`src/rtl/trap_ctrl_if.sv`:
```
// Commit-side bundle for trap_ctrl: event inputs, CSR read/write data and the fetch redirect handshake.
interface trap_ctrl_if;
  logic        ex_valid;
  logic [63:0] ex_pc;
  logic [31:0] ex_inst;
  logic        ex_ecall;
  logic        ex_illegal;
  logic        ex_mret;
  logic        timer_irq;
  logic [63:0] mstatus_rd_data;
  logic [63:0] mie_rd_data;
  logic [63:0] mtvec_rd_data;
  logic [63:0] mepc_rd_data;
  logic        excp_enter;
  logic        excp_exit;
  logic [63:0] mstatus_wr_data;
  logic [63:0] mepc_wr_data;
  logic [63:0] mcause_wr_data;
  logic [63:0] mtval_wr_data;
  logic        redirect_valid;
  logic [63:0] redirect_pc;
  logic        redirect_ready;
  logic        busy;

  modport master (
    output ex_valid, ex_pc, ex_inst, ex_ecall, ex_illegal, ex_mret, timer_irq,
    output mstatus_rd_data, mie_rd_data, mtvec_rd_data, mepc_rd_data, redirect_ready,
    input  excp_enter, excp_exit, mstatus_wr_data, mepc_wr_data, mcause_wr_data,
    input  mtval_wr_data, redirect_valid, redirect_pc, busy
  );

  modport slave (
    input  ex_valid, ex_pc, ex_inst, ex_ecall, ex_illegal, ex_mret, timer_irq,
    input  mstatus_rd_data, mie_rd_data, mtvec_rd_data, mepc_rd_data, redirect_ready,
    output excp_enter, excp_exit, mstatus_wr_data, mepc_wr_data, mcause_wr_data,
    output mtval_wr_data, redirect_valid, redirect_pc, busy
  );
endinterface

```
`src/rtl/trap_ctrl.sv`:
```
// M-mode trap/mret sequencer; timer interrupt path and vectored mtvec only with TRAP_TIMER_IRQ_EN.
// Strobe at N+1, redirect from N+2 held until redirect_ready; busy stalls commit for the whole sequence.
module trap_ctrl (
  input  logic       clk,
  input  logic       rst,
  trap_ctrl_if.slave bus
);
  typedef enum logic [1:0] {IDLE, ENTER, EXIT, REDIR} state_t;

  state_t      state;
  logic        irq_take;
  logic        trap_take;
  logic [63:0] tvec_base;
  logic [63:0] trap_pc;
  logic [63:0] trap_mstatus;
  logic [63:0] mret_mstatus;
  logic [63:0] trap_cause;
  logic [63:0] trap_tval;

  assign tvec_base = {bus.mtvec_rd_data[63:2], 2'b00};

`ifdef TRAP_TIMER_IRQ_EN
  logic unused_mie;
  assign unused_mie = ^{bus.mie_rd_data[63:8], bus.mie_rd_data[6:0]};
  assign irq_take   = bus.timer_irq & bus.mstatus_rd_data[3] & bus.mie_rd_data[7];
  // Only vectored mode offsets, and only for the interrupt (cause 7 -> +28).
  assign trap_pc    = (irq_take && bus.mtvec_rd_data[1:0] == 2'b01) ? tvec_base + 64'd28 : tvec_base;
`else
  logic unused_irq_inputs;
  assign unused_irq_inputs = ^{bus.timer_irq, bus.mie_rd_data, bus.mtvec_rd_data[1:0]};
  assign irq_take          = 1'b0;
  assign trap_pc           = tvec_base;
`endif

  assign trap_take = irq_take | bus.ex_illegal | bus.ex_ecall;

  always_comb begin
    trap_mstatus        = bus.mstatus_rd_data;
    trap_mstatus[7]     = bus.mstatus_rd_data[3];
    trap_mstatus[3]     = 1'b0;
    trap_mstatus[12:11] = 2'b11;
    mret_mstatus        = bus.mstatus_rd_data;
    mret_mstatus[3]     = bus.mstatus_rd_data[7];
    mret_mstatus[7]     = 1'b1;
    mret_mstatus[12:11] = 2'b11;
    trap_cause = irq_take ? 64'h8000_0000_0000_0007 : (bus.ex_illegal ? 64'd2 : 64'd11);
    trap_tval  = (!irq_take && bus.ex_illegal) ? {32'b0, bus.ex_inst} : 64'b0;
  end

  always_ff @(posedge clk) begin
    if (rst) begin
      state               <= IDLE;
      bus.excp_enter      <= 1'b0;
      bus.excp_exit       <= 1'b0;
      bus.redirect_valid  <= 1'b0;
      bus.redirect_pc     <= 64'b0;
      bus.busy            <= 1'b0;
      bus.mstatus_wr_data <= 64'b0;
      bus.mepc_wr_data    <= 64'b0;
      bus.mcause_wr_data  <= 64'b0;
      bus.mtval_wr_data   <= 64'b0;
    end else begin
      case (state)
        IDLE: begin
          if (bus.ex_valid && trap_take) begin
            state               <= ENTER;
            bus.busy            <= 1'b1;
            bus.excp_enter      <= 1'b1;
            bus.mstatus_wr_data <= trap_mstatus;
            bus.mepc_wr_data    <= bus.ex_pc;
            bus.mcause_wr_data  <= trap_cause;
            bus.mtval_wr_data   <= trap_tval;
            bus.redirect_pc     <= trap_pc;
          end else if (bus.ex_valid && bus.ex_mret) begin
            state               <= EXIT;
            bus.busy            <= 1'b1;
            bus.excp_exit       <= 1'b1;
            bus.mstatus_wr_data <= mret_mstatus;
            bus.redirect_pc     <= {bus.mepc_rd_data[63:2], 2'b00};
          end
        end
        ENTER, EXIT: begin
          state              <= REDIR;
          bus.excp_enter     <= 1'b0;
          bus.excp_exit      <= 1'b0;
          bus.redirect_valid <= 1'b1;
        end
        REDIR: begin
          if (bus.redirect_ready) begin
            state              <= IDLE;
            bus.redirect_valid <= 1'b0;
            bus.busy           <= 1'b0;
          end
        end
        default: state <= IDLE;
      endcase
    end
  end
endmodule

```
`src/flat_wrapper.sv`:
```
// flat-port wrapper written by rule: the top's interface ports become plain ports
module trap_ctrl_flat 
  (clk, rst, bus_ex_valid, bus_ex_pc, bus_ex_inst, bus_ex_ecall, bus_ex_illegal, bus_ex_mret, bus_timer_irq, bus_mstatus_rd_data, bus_mie_rd_data, bus_mtvec_rd_data, bus_mepc_rd_data, bus_redirect_ready, bus_excp_enter, bus_excp_exit, bus_mstatus_wr_data, bus_mepc_wr_data, bus_mcause_wr_data, bus_mtval_wr_data, bus_redirect_valid, bus_redirect_pc, bus_busy);
  trap_ctrl_if bus_i ();
  input  logic clk;
  input  logic rst;
  input wire logic [$bits(bus_i.ex_valid)-1:0] bus_ex_valid;
  input wire logic [$bits(bus_i.ex_pc)-1:0] bus_ex_pc;
  input wire logic [$bits(bus_i.ex_inst)-1:0] bus_ex_inst;
  input wire logic [$bits(bus_i.ex_ecall)-1:0] bus_ex_ecall;
  input wire logic [$bits(bus_i.ex_illegal)-1:0] bus_ex_illegal;
  input wire logic [$bits(bus_i.ex_mret)-1:0] bus_ex_mret;
  input wire logic [$bits(bus_i.timer_irq)-1:0] bus_timer_irq;
  input wire logic [$bits(bus_i.mstatus_rd_data)-1:0] bus_mstatus_rd_data;
  input wire logic [$bits(bus_i.mie_rd_data)-1:0] bus_mie_rd_data;
  input wire logic [$bits(bus_i.mtvec_rd_data)-1:0] bus_mtvec_rd_data;
  input wire logic [$bits(bus_i.mepc_rd_data)-1:0] bus_mepc_rd_data;
  input wire logic [$bits(bus_i.redirect_ready)-1:0] bus_redirect_ready;
  output wire logic [$bits(bus_i.excp_enter)-1:0] bus_excp_enter;
  output wire logic [$bits(bus_i.excp_exit)-1:0] bus_excp_exit;
  output wire logic [$bits(bus_i.mstatus_wr_data)-1:0] bus_mstatus_wr_data;
  output wire logic [$bits(bus_i.mepc_wr_data)-1:0] bus_mepc_wr_data;
  output wire logic [$bits(bus_i.mcause_wr_data)-1:0] bus_mcause_wr_data;
  output wire logic [$bits(bus_i.mtval_wr_data)-1:0] bus_mtval_wr_data;
  output wire logic [$bits(bus_i.redirect_valid)-1:0] bus_redirect_valid;
  output wire logic [$bits(bus_i.redirect_pc)-1:0] bus_redirect_pc;
  output wire logic [$bits(bus_i.busy)-1:0] bus_busy;
  assign bus_i.ex_valid = bus_ex_valid;
  assign bus_i.ex_pc = bus_ex_pc;
  assign bus_i.ex_inst = bus_ex_inst;
  assign bus_i.ex_ecall = bus_ex_ecall;
  assign bus_i.ex_illegal = bus_ex_illegal;
  assign bus_i.ex_mret = bus_ex_mret;
  assign bus_i.timer_irq = bus_timer_irq;
  assign bus_i.mstatus_rd_data = bus_mstatus_rd_data;
  assign bus_i.mie_rd_data = bus_mie_rd_data;
  assign bus_i.mtvec_rd_data = bus_mtvec_rd_data;
  assign bus_i.mepc_rd_data = bus_mepc_rd_data;
  assign bus_i.redirect_ready = bus_redirect_ready;
  assign bus_excp_enter = bus_i.excp_enter;
  assign bus_excp_exit = bus_i.excp_exit;
  assign bus_mstatus_wr_data = bus_i.mstatus_wr_data;
  assign bus_mepc_wr_data = bus_i.mepc_wr_data;
  assign bus_mcause_wr_data = bus_i.mcause_wr_data;
  assign bus_mtval_wr_data = bus_i.mtval_wr_data;
  assign bus_redirect_valid = bus_i.redirect_valid;
  assign bus_redirect_pc = bus_i.redirect_pc;
  assign bus_busy = bus_i.busy;
  trap_ctrl u_core (.clk(clk), .rst(rst), .bus(bus_i));
endmodule
```
`config.mk`:
```
export PLATFORM = sky130hd
export DESIGN_NAME = trap_ctrl_flat
export DESIGN_NICKNAME = d
export VERILOG_FILES = /design/src/rtl/trap_ctrl_if.sv /design/src/rtl/trap_ctrl.sv /design/src/flat_wrapper.sv
export SDC_FILE = /design/constraint.sdc
export NUM_CORES = 1
export LEC_CHECK = 0
export CORE_AREA = 2 2 263 265
export CTS_BUF_LIST = sky130_fd_sc_hd__clkbuf_4 sky130_fd_sc_hd__clkbuf_8 sky130_fd_sc_hd__clkbuf_16
export CTS_CLUSTER_DIAMETER = 150
export CTS_CLUSTER_SIZE = 10
export DETAILED_ROUTE_END_ITERATION = 10
export DIE_AREA = 0 0 265 267
export HOLD_SLACK_MARGIN = 0.03
export PLACE_DENSITY_LB_ADDON = 0.15
export SLEW_MARGIN = 20
export SYNTH_ARGS = -nofsm -noshare
export SYNTH_HDL_FRONTEND = slang
export SYNTH_SLANG_ARGS = --single-unit
export TNS_END_PERCENT = 1
```
`constraint.sdc`:
```
create_clock -name clk -period 3.29 [get_ports clk]
set_input_delay 0.4935 -clock clk [delete_from_list [all_inputs] [get_ports clk]]
set_output_delay 0.4935 -clock clk [all_outputs]
set_load 0.03 [all_outputs]
```
==> reports/summary.txt, run 1 <==
===============================================================================================
Outcome ..........................................................................    completed
Headroom to the max-slew limit ...................................................       0.5159
CTS buffer count .................................................................           26
Element type at the critical path end ............................................ primary output
Fraction of power consumed by sequential logic ...................................        0.348
Max IR drop VDD ..................................................................    0.2594 mV
Library cell contributing the largest single delay on the critical path .......... clkdlybuf4s50_1
Routed vias ......................................................................         9386
Post-DR vias/cell ................................................................        3.697
Wirelength, routed ...............................................................     40090 um
Final hold viol count ............................................................            0
P&R area growth vs syn ...........................................................       68.41%
Antenna viol nets, final .........................................................            0
Avg Inst Size Synth ..............................................................   7.920 um^2
Wire length of the first global-routing pass .....................................     58190 um
Count of different cell masters after synthesis ..................................           32
Post-placement worst setup slack .................................................    0.6105 ns
Shortest clock period the worst path allows after layout .........................     2.223 ns
Final net count ..................................................................         2020
Post-synthesis sequential element count ..........................................          229
Floorplan die height .............................................................       267 um
Setup fix buffers added after clock tree synthesis ...............................            0
Detailed-route DRC error count ...................................................            0
Number of enable flip-flop cells after synthesis .................................            0
DIE AREA .........................................................................   70760 um^2
Via count of the first global-routing pass .......................................         9020
Data required time at the worst endpoint .........................................      2.80 ns
Effective utilization at floorplan ...............................................       0.1383
Clock latency at the later pin of the worst-skew pair ............................      0.56 ns
Critical path buffer and inverter count ..........................................            1
Filler cell count ................................................................         7487
Cell area power density .......................................................... 624.4 nW/um^2
Max_cap viols ....................................................................            0
Antenna violations before repair .................................................            1
Critical path type ............................................................... register to primary output
Critical path startpoint category ................................................     register
# rows ...........................................................................           96
Post-route clock skew ............................................................   0.01094 ns
Clock network fraction of total power ............................................        0.265
Number of iterations in the first detailed-routing pass ..........................            4
Gates resized, CTS repair ........................................................            0
Fin Hold WS ......................................................................    0.4498 ns
Share of cells above drive strength 1 ............................................      0.04167
Remaining global-route overflow ..................................................            0
Commonest cells in the netlist ................................................... 343 x nand2_1, 229 x dfxtp_1, 225 x a21oi_1
Util after Layout ................................................................       0.2329
Setup TNS after final layout .....................................................         0 ns
Placed inst area .................................................................   15150 um^2
Most common cell in the netlist ..................................................      nand2_1
Fin crit share ...................................................................       0.6757
Cell-by-cell listing of the critical path ........................................ clkdlybuf4s50_1
Clock input transition at the sequential cells of the worst setup and hold paths .      0.06 ns
Number of buffers inserted by hold repair at cts .................................            0
Top achievable clock speed .......................................................    449.8 MHz
Sequential area share after synthesis ............................................       0.4876
Fraction of synthesized cell area taken by the top area cell type ................       0.4876
Routability congestion estimate ..................................................       0.7196
Largest net degree at the start of global routing ................................           89
Count of pins over their slew limit ..............................................            0
Sw Pwr ...........................................................................     3.747 mW
Clk sinks ........................................................................          229
Worst-path fanout max ............................................................            2
First-iteration detailed-routing DRC count .......................................          315
Clock tree from TritonCTS ........................................................         done
Synth warnings ...................................................................            0
Leading register cell type out of synthesis ......................................      dfxtp_1
Average wire per cell in the routed design .......................................     15.79 um
Count of mapped cells out of synthesis ...........................................         1187
Post-synthesis cell area .........................................................    9402 um^2
Internal cell power ..............................................................     6.139 mW
Worst path top cell family by delay .............................................. buffers and inverters
Horizontal extent of the die .....................................................       265 um
Global-route usage over all layers ...............................................       0.1058
RSZ-0062 raised after global routing .............................................           no
Worst Tran Pin Value .............................................................    0.7261 ns
Class of the tightest hold or removal check ...................................... register to register
Count of buffers from port buffering .............................................          517
Part of the total power dissipated in combinational logic ........................        0.387
Net switching fraction of the power ..............................................       0.3790
Core Footprint ...................................................................   67990 um^2
Detail Placement HPWL ............................................................     28480 um
Final design area excluding fillers ..............................................   15830 um^2
Final Worst Setup Slack ..........................................................     1.067 ns
Finish-stage setup viols .........................................................            0
Clock root buffer master .........................................................    clkbuf_16
Yosys top cell by area ...........................................................      dfxtp_1
Worst stage delay on the critical path ...........................................      0.84 ns
Clock H-tree levels ..............................................................            1
Arrival time worst endpoint ......................................................      1.73 ns
Buffer levels on the longest clock path ..........................................            3
Static Leak ......................................................................     5.729 nW
Number of top-level design ports .................................................          684
Area contributors post-synth ..................................................... dfxtp_1 49%, nand2_1 14%, a21oi_1 12%, buf_4 8.4%, a211oi_1 4.2%
Post-synthesis async set-or-reset flop share .....................................            0
===============================================================================================
-- cell usage in the layout (no fill, tap or decap), drive strengths merged --
cell,count
a211oi,64
a21oi,225
a32o,1
and2,1
buf,22
clkbuf,29
clkdlybuf4s50,515
conb,95
dfxtp,229
diode,1
ha,4
inv,4
mux2i,1
nand2,344
nand2b,3
nand3,33
nand4bb,1
nor2,73
nor2b,1
nor4b,1
o211ai,2
o21a,1
o21ai,2
o221a,1
o311a,1
o311ai,1
o31ai,1
o32ai,1
-- stage by stage --
step                      instances  power, mW
final                          2539      9.886
after global routing           2539      10.50
after CTS                      2538      10.12
after detailed placement       2510      7.396
after global placement         2510      7.381
after floorplan                1281      5.738
-- area by class of cell --
type | instances | area (um^2) | share of cell area
Antenna cell | 1 | 2.502 | 0.0001581
Clock buffer | 28 | 683.2 | 0.04315
Inverter | 4 | 15.01 | 0.0009483
Multi-Input combinational cell | 857 | 4000 | 0.2526
Sequential cell | 229 | 4584 | 0.2896
Tap cell | 882 | 1104 | 0.06970
Timing Repair Buffer | 538 | 5444 | 0.3438
-- flip-flops by register name (all words and copies together), names as in the netlist --
name and count:
u_core.bus.redirect_pc 62, u_core.bus.redirect_valid 1, u_core.state 2, u_core.bus.mcause_wr_data 2, u_core.bus.busy 1, u_core.bus.excp_enter 1, u_core.bus.mtval_wr_data 32, u_core.bus.mstatus_wr_data 63
u_core.bus.excp_exit 1, u_core.bus.mepc_wr_data 64
-- cell families (layout without fill, tap and decap cells) --
| group | after synthesis | count (layout) | synth area share |
|---|---|---|---|
| AO/OA/AOI/OAI | 300 | 300 | 0.1884 |
| other | 1 | 96 | 0.0003989 |
| AND/OR/NAND/NOR | 457 | 457 | 0.1900 |
| adder cells (fa/ha/maj) | 4 | 4 | 0.005324 |
| buffers and inverters | 195 | 570 | 0.1271 |
| multiplexers | 1 | 1 | 0.001065 |
| flip-flops | 229 | 229 | 0.4876 |
-- worst paths after layout --
kind	startpoint	endpoint	slack (ns)	depth (start not counted)
setup / recovery	u_core.bus.redirect_valid	bus_redirect_valid	1.07	1
hold / removal	u_core.bus.mtval_wr_data[8]	u_core.bus.mtval_wr_data[8]	0.45	2
setup reg to reg	u_core.state[0]	u_core.bus.redirect_pc[11]	1.21	6
hold reg to reg	u_core.bus.mtval_wr_data[8]	u_core.bus.mtval_wr_data[8]	0.45	2
-- layer usage --
layer  routed length, um  up-vias  GRT usage
met5                   0        -          0
met4                 677        0    0.02413
met3                3982       43    0.04299
met2               19580      379     0.1845
met1               15850     4309     0.1204
li1                    -     4655          -
-- power groups by stage --
stage | clock (mW) | sequential (mW) | combinational, mW
after floorplan | 0 | 4.29 | 1.45
after global placement | 0 | 3.48 | 3.90
after detailed placement | 0 | 3.49 | 3.90
after CTS | 2.77 | 3.44 | 3.91
after global routing | 2.88 | 3.49 | 4.13
final | 2.62 | 3.44 | 3.83
-- worst min-delay path, stage by stage (launching register included) --
cell and delay [ns]:
dfxtp_1 0.30, nand2_1 0.05, a21oi_1 0.05
Note: power is estimated with default switching activity, not from simulation.
==> inputs of run 2 (changes only) <==
Settings changed: CORE_AREA 2 2 263 265 to 2 2 267 269, DIE_AREA 0 0 265 267 to 0 0 269 271.
Clock period 3.29 ns to 2 ns, I/O delays scaled along.
==> reports/summary.txt, run 2 (synthesis results as in run 1) <==
===============================================================================================
Worst stage delay on the critical path ...........................................      0.71 ns
Clock input transition at the sequential cells of the worst setup and hold paths .      0.06 ns
Top achievable clock speed .......................................................    517.9 MHz
Gr busiest metal .................................................................         met2
Post-DR vias/cell ................................................................        3.596
Post-route clock skew ............................................................   0.01463 ns
Clock latency at the later pin of the worst-skew pair ............................      0.55 ns
Flip-flop count of the largest register after layout .............................           64
Capturing point of the worst reg2reg path ........................................ u_core.bus.redirect_pc[25]
Antenna viol nets, final .........................................................            0
Clock root buffer master .........................................................    clkbuf_16
Max_cap viols ....................................................................            0
Count of pins over their slew limit ..............................................            0
Destination of the critical timing path .......................................... bus_mepc_wr_data[49]
Global-route usage over all layers ...............................................       0.1061
CTS buffer count .................................................................           26
Clock network fraction of total power ............................................        0.257
Cell-by-cell listing of the critical path ........................................ clkdlybuf4s50_1
Average wire per cell in the routed design .......................................     15.58 um
Headroom to the max-slew limit ...................................................       0.6375
Flop-to-flop setup slack .........................................................      0.23 ns
Clock tree from TritonCTS ........................................................         done
DIE AREA .........................................................................   72900 um^2
Routed vias ......................................................................         9493
R2R depth ........................................................................            8
Max IR drop VDD ..................................................................    0.5228 mV
Fin Hold WS ......................................................................    0.2144 ns
Horizontal extent of the die .....................................................       269 um
Most used cells in the layout excluding fill and tap cells ....................... 504 x clkdlybuf4s50_1, 343 x nand2_1, 229 x dfxtp_1
Critical path type ............................................................... register to primary output
Arrival time worst endpoint ......................................................      1.63 ns
Remaining global-route overflow ..................................................            0
Sw Pwr ...........................................................................     6.213 mW
Final net count ..................................................................         2062
# rows ...........................................................................           97
Final Worst Setup Slack ..........................................................   0.06894 ns
Worst-path fanout max ............................................................            2
Outcome ..........................................................................    completed
Floorplan die height .............................................................       271 um
Buffer levels on the longest clock path ..........................................            3
Detail Placement HPWL ............................................................     30720 um
Data required time at the worst endpoint .........................................      1.70 ns
Worst path top cell family by delay .............................................. buffers and inverters
Cell area power density .......................................................... 1017 nW/um^2
Net switching fraction of the power ..............................................       0.3732
Crit. path cell count ............................................................            1
Via count of the first global-routing pass .......................................         9282
Post-placement worst setup slack .................................................   -0.1449 ns
Antenna violations before repair .................................................            3
P&R area growth vs syn ...........................................................       74.05%
Detailed-route DRC error count ...................................................            0
Element type at the critical path end ............................................ primary output
Largest net degree at the start of global routing ................................           63
Wirelength, routed ...............................................................     41120 um
Met1 track demand over resource in global routing ................................       0.1210
Clock H-tree levels ..............................................................            1
Met2 Usage GRT ...................................................................       0.1879
Finish-stage setup viols .........................................................            0
Clk sinks ........................................................................          229
Fin crit share ...................................................................       0.9655
Shortest clock period the worst path allows after layout .........................     1.931 ns
Routability congestion estimate ..................................................       0.7511
Library cell contributing the largest single delay on the critical path .......... clkdlybuf4s50_1
Final hold viol count ............................................................            0
Core Footprint ...................................................................   69790 um^2
Most common cell after layout, fill and taps aside ............................... clkdlybuf4s50_1
Number of top-level design ports .................................................          684
Routing usage on met3 ............................................................      0.03732
Worst Tran Pin Value .............................................................    0.5417 ns
Most flop-heavy register ......................................................... u_core.bus.mepc_wr_data
Internal cell power ..............................................................     10.43 mW
Setup crit start ................................................................. u_core.bus.mepc_wr_data[49]
Part of the total power dissipated in combinational logic ........................        0.402
Static Leak ......................................................................     6.035 nW
Wire length of the first global-routing pass .....................................     59530 um
Count of buffers from port buffering .............................................          517
Largest registers ................................................................ u_core.bus.mepc_wr_data (64), u_core.bus.mstatus_wr_data (63), u_core.bus.redirect_pc (62)
Worst flop-to-flop path startpoint ............................................... u_core.state[0]
Critical path startpoint category ................................................     register
RSZ-0062 raised after global routing .............................................           no
Effective utilization at floorplan ...............................................       0.1347
Number of iterations in the first detailed-routing pass ..........................            4
Share of cells above drive strength 1 ............................................      0.06537
First-iteration detailed-routing DRC count .......................................          297
Fraction of power consumed by sequential logic ...................................        0.341
Critical path buffer and inverter count ..........................................            1
Filler cell count ................................................................         7666
Class of the tightest hold or removal check ...................................... input pin to register
===============================================================================================
[run 2: stage by stage]
| stage | cells | utilization | power [mW] | setup TNS [ns] | cell area, um^2 |
|---|---|---|---|---|---|
| 3_3_place_gp | 2606 | 0.2240 | 12.54 | -6.362 | 15630 |
| 6_report | 2640 | 0.2345 | 16.65 | 0 | 16360 |
| 5_1_grt | 2638 | 0.2344 | 17.65 | 0 | 16360 |
| 3_5_place_dp | 2606 | 0.2240 | 12.54 | -7.942 | 15630 |
| 4_1_cts | 2634 | 0.2336 | 16.98 | 0 | 16300 |
| 2_1_floorplan | 1281 | - | 9.439 | 0 | 9754 |
[run 2: power by group through the flow]
stage | Clock [mW] | Sequential (mW) | Combinational (mW)
after global placement | 0 | 5.76 | 6.78
final | 4.29 | 5.67 | 6.69
after detailed placement | 0 | 5.77 | 6.77
after global routing | 4.66 | 5.76 | 7.23
after CTS | 4.53 | 5.68 | 6.76
after floorplan | 0 | 7.06 | 2.38
[run 2: worst reg2reg max path, stage by stage (launching register included)]
cell      delay, ns
dfxtp_1        0.35
inv_1          0.09
ha_1           0.33
o311a_4        0.29
buf_12         0.15
buf_4          0.14
buf_4          0.11
nor2_1         0.03
a211oi_1       0.20
[run 2: worst min-delay path by stage]
stage,start,endpoint,slack (ns),depth (start not counted)
3_5_place_dp,u_core.bus.mtval_wr_data[19],u_core.bus.mtval_wr_data[19],0.44,2
2_1_floorplan,bus_ex_pc[0],u_core.bus.mepc_wr_data[0],0.44,2
3_3_place_gp,u_core.bus.mtval_wr_data[19],u_core.bus.mtval_wr_data[19],0.44,2
6_report,rst,u_core.bus.mtval_wr_data[30],0.21,2
4_1_cts,rst,u_core.bus.mtval_wr_data[30],0.22,2
5_1_grt,rst,u_core.bus.mtval_wr_data[30],0.24,2
[run 2: layout make-up]
class                      count  area [um^2]  area share
antenna                        2        5.005   0.0003059
clock buffer                  28        683.2     0.04175
inverter                       4        15.01   0.0009176
multi-input combinational    857         4000      0.2445
sequential                   229         4584      0.2802
tap                          940         1176     0.07188
timing repair buffer         580         5899      0.3605
[run 2: layer usage]
metal  share of wire  wire (um)
met5         0.00083         34
met4           0.018        722
met3           0.091       3745
met2            0.49      20280
met1            0.40      16340
[run 2: timing repair]
action	4_1_cts	5_1_grt
hold buffers	0	0
gates resized for setup	10	1
setup buffers	0	4
pin swaps	0	1
endpoints found under the setup margin	10	35
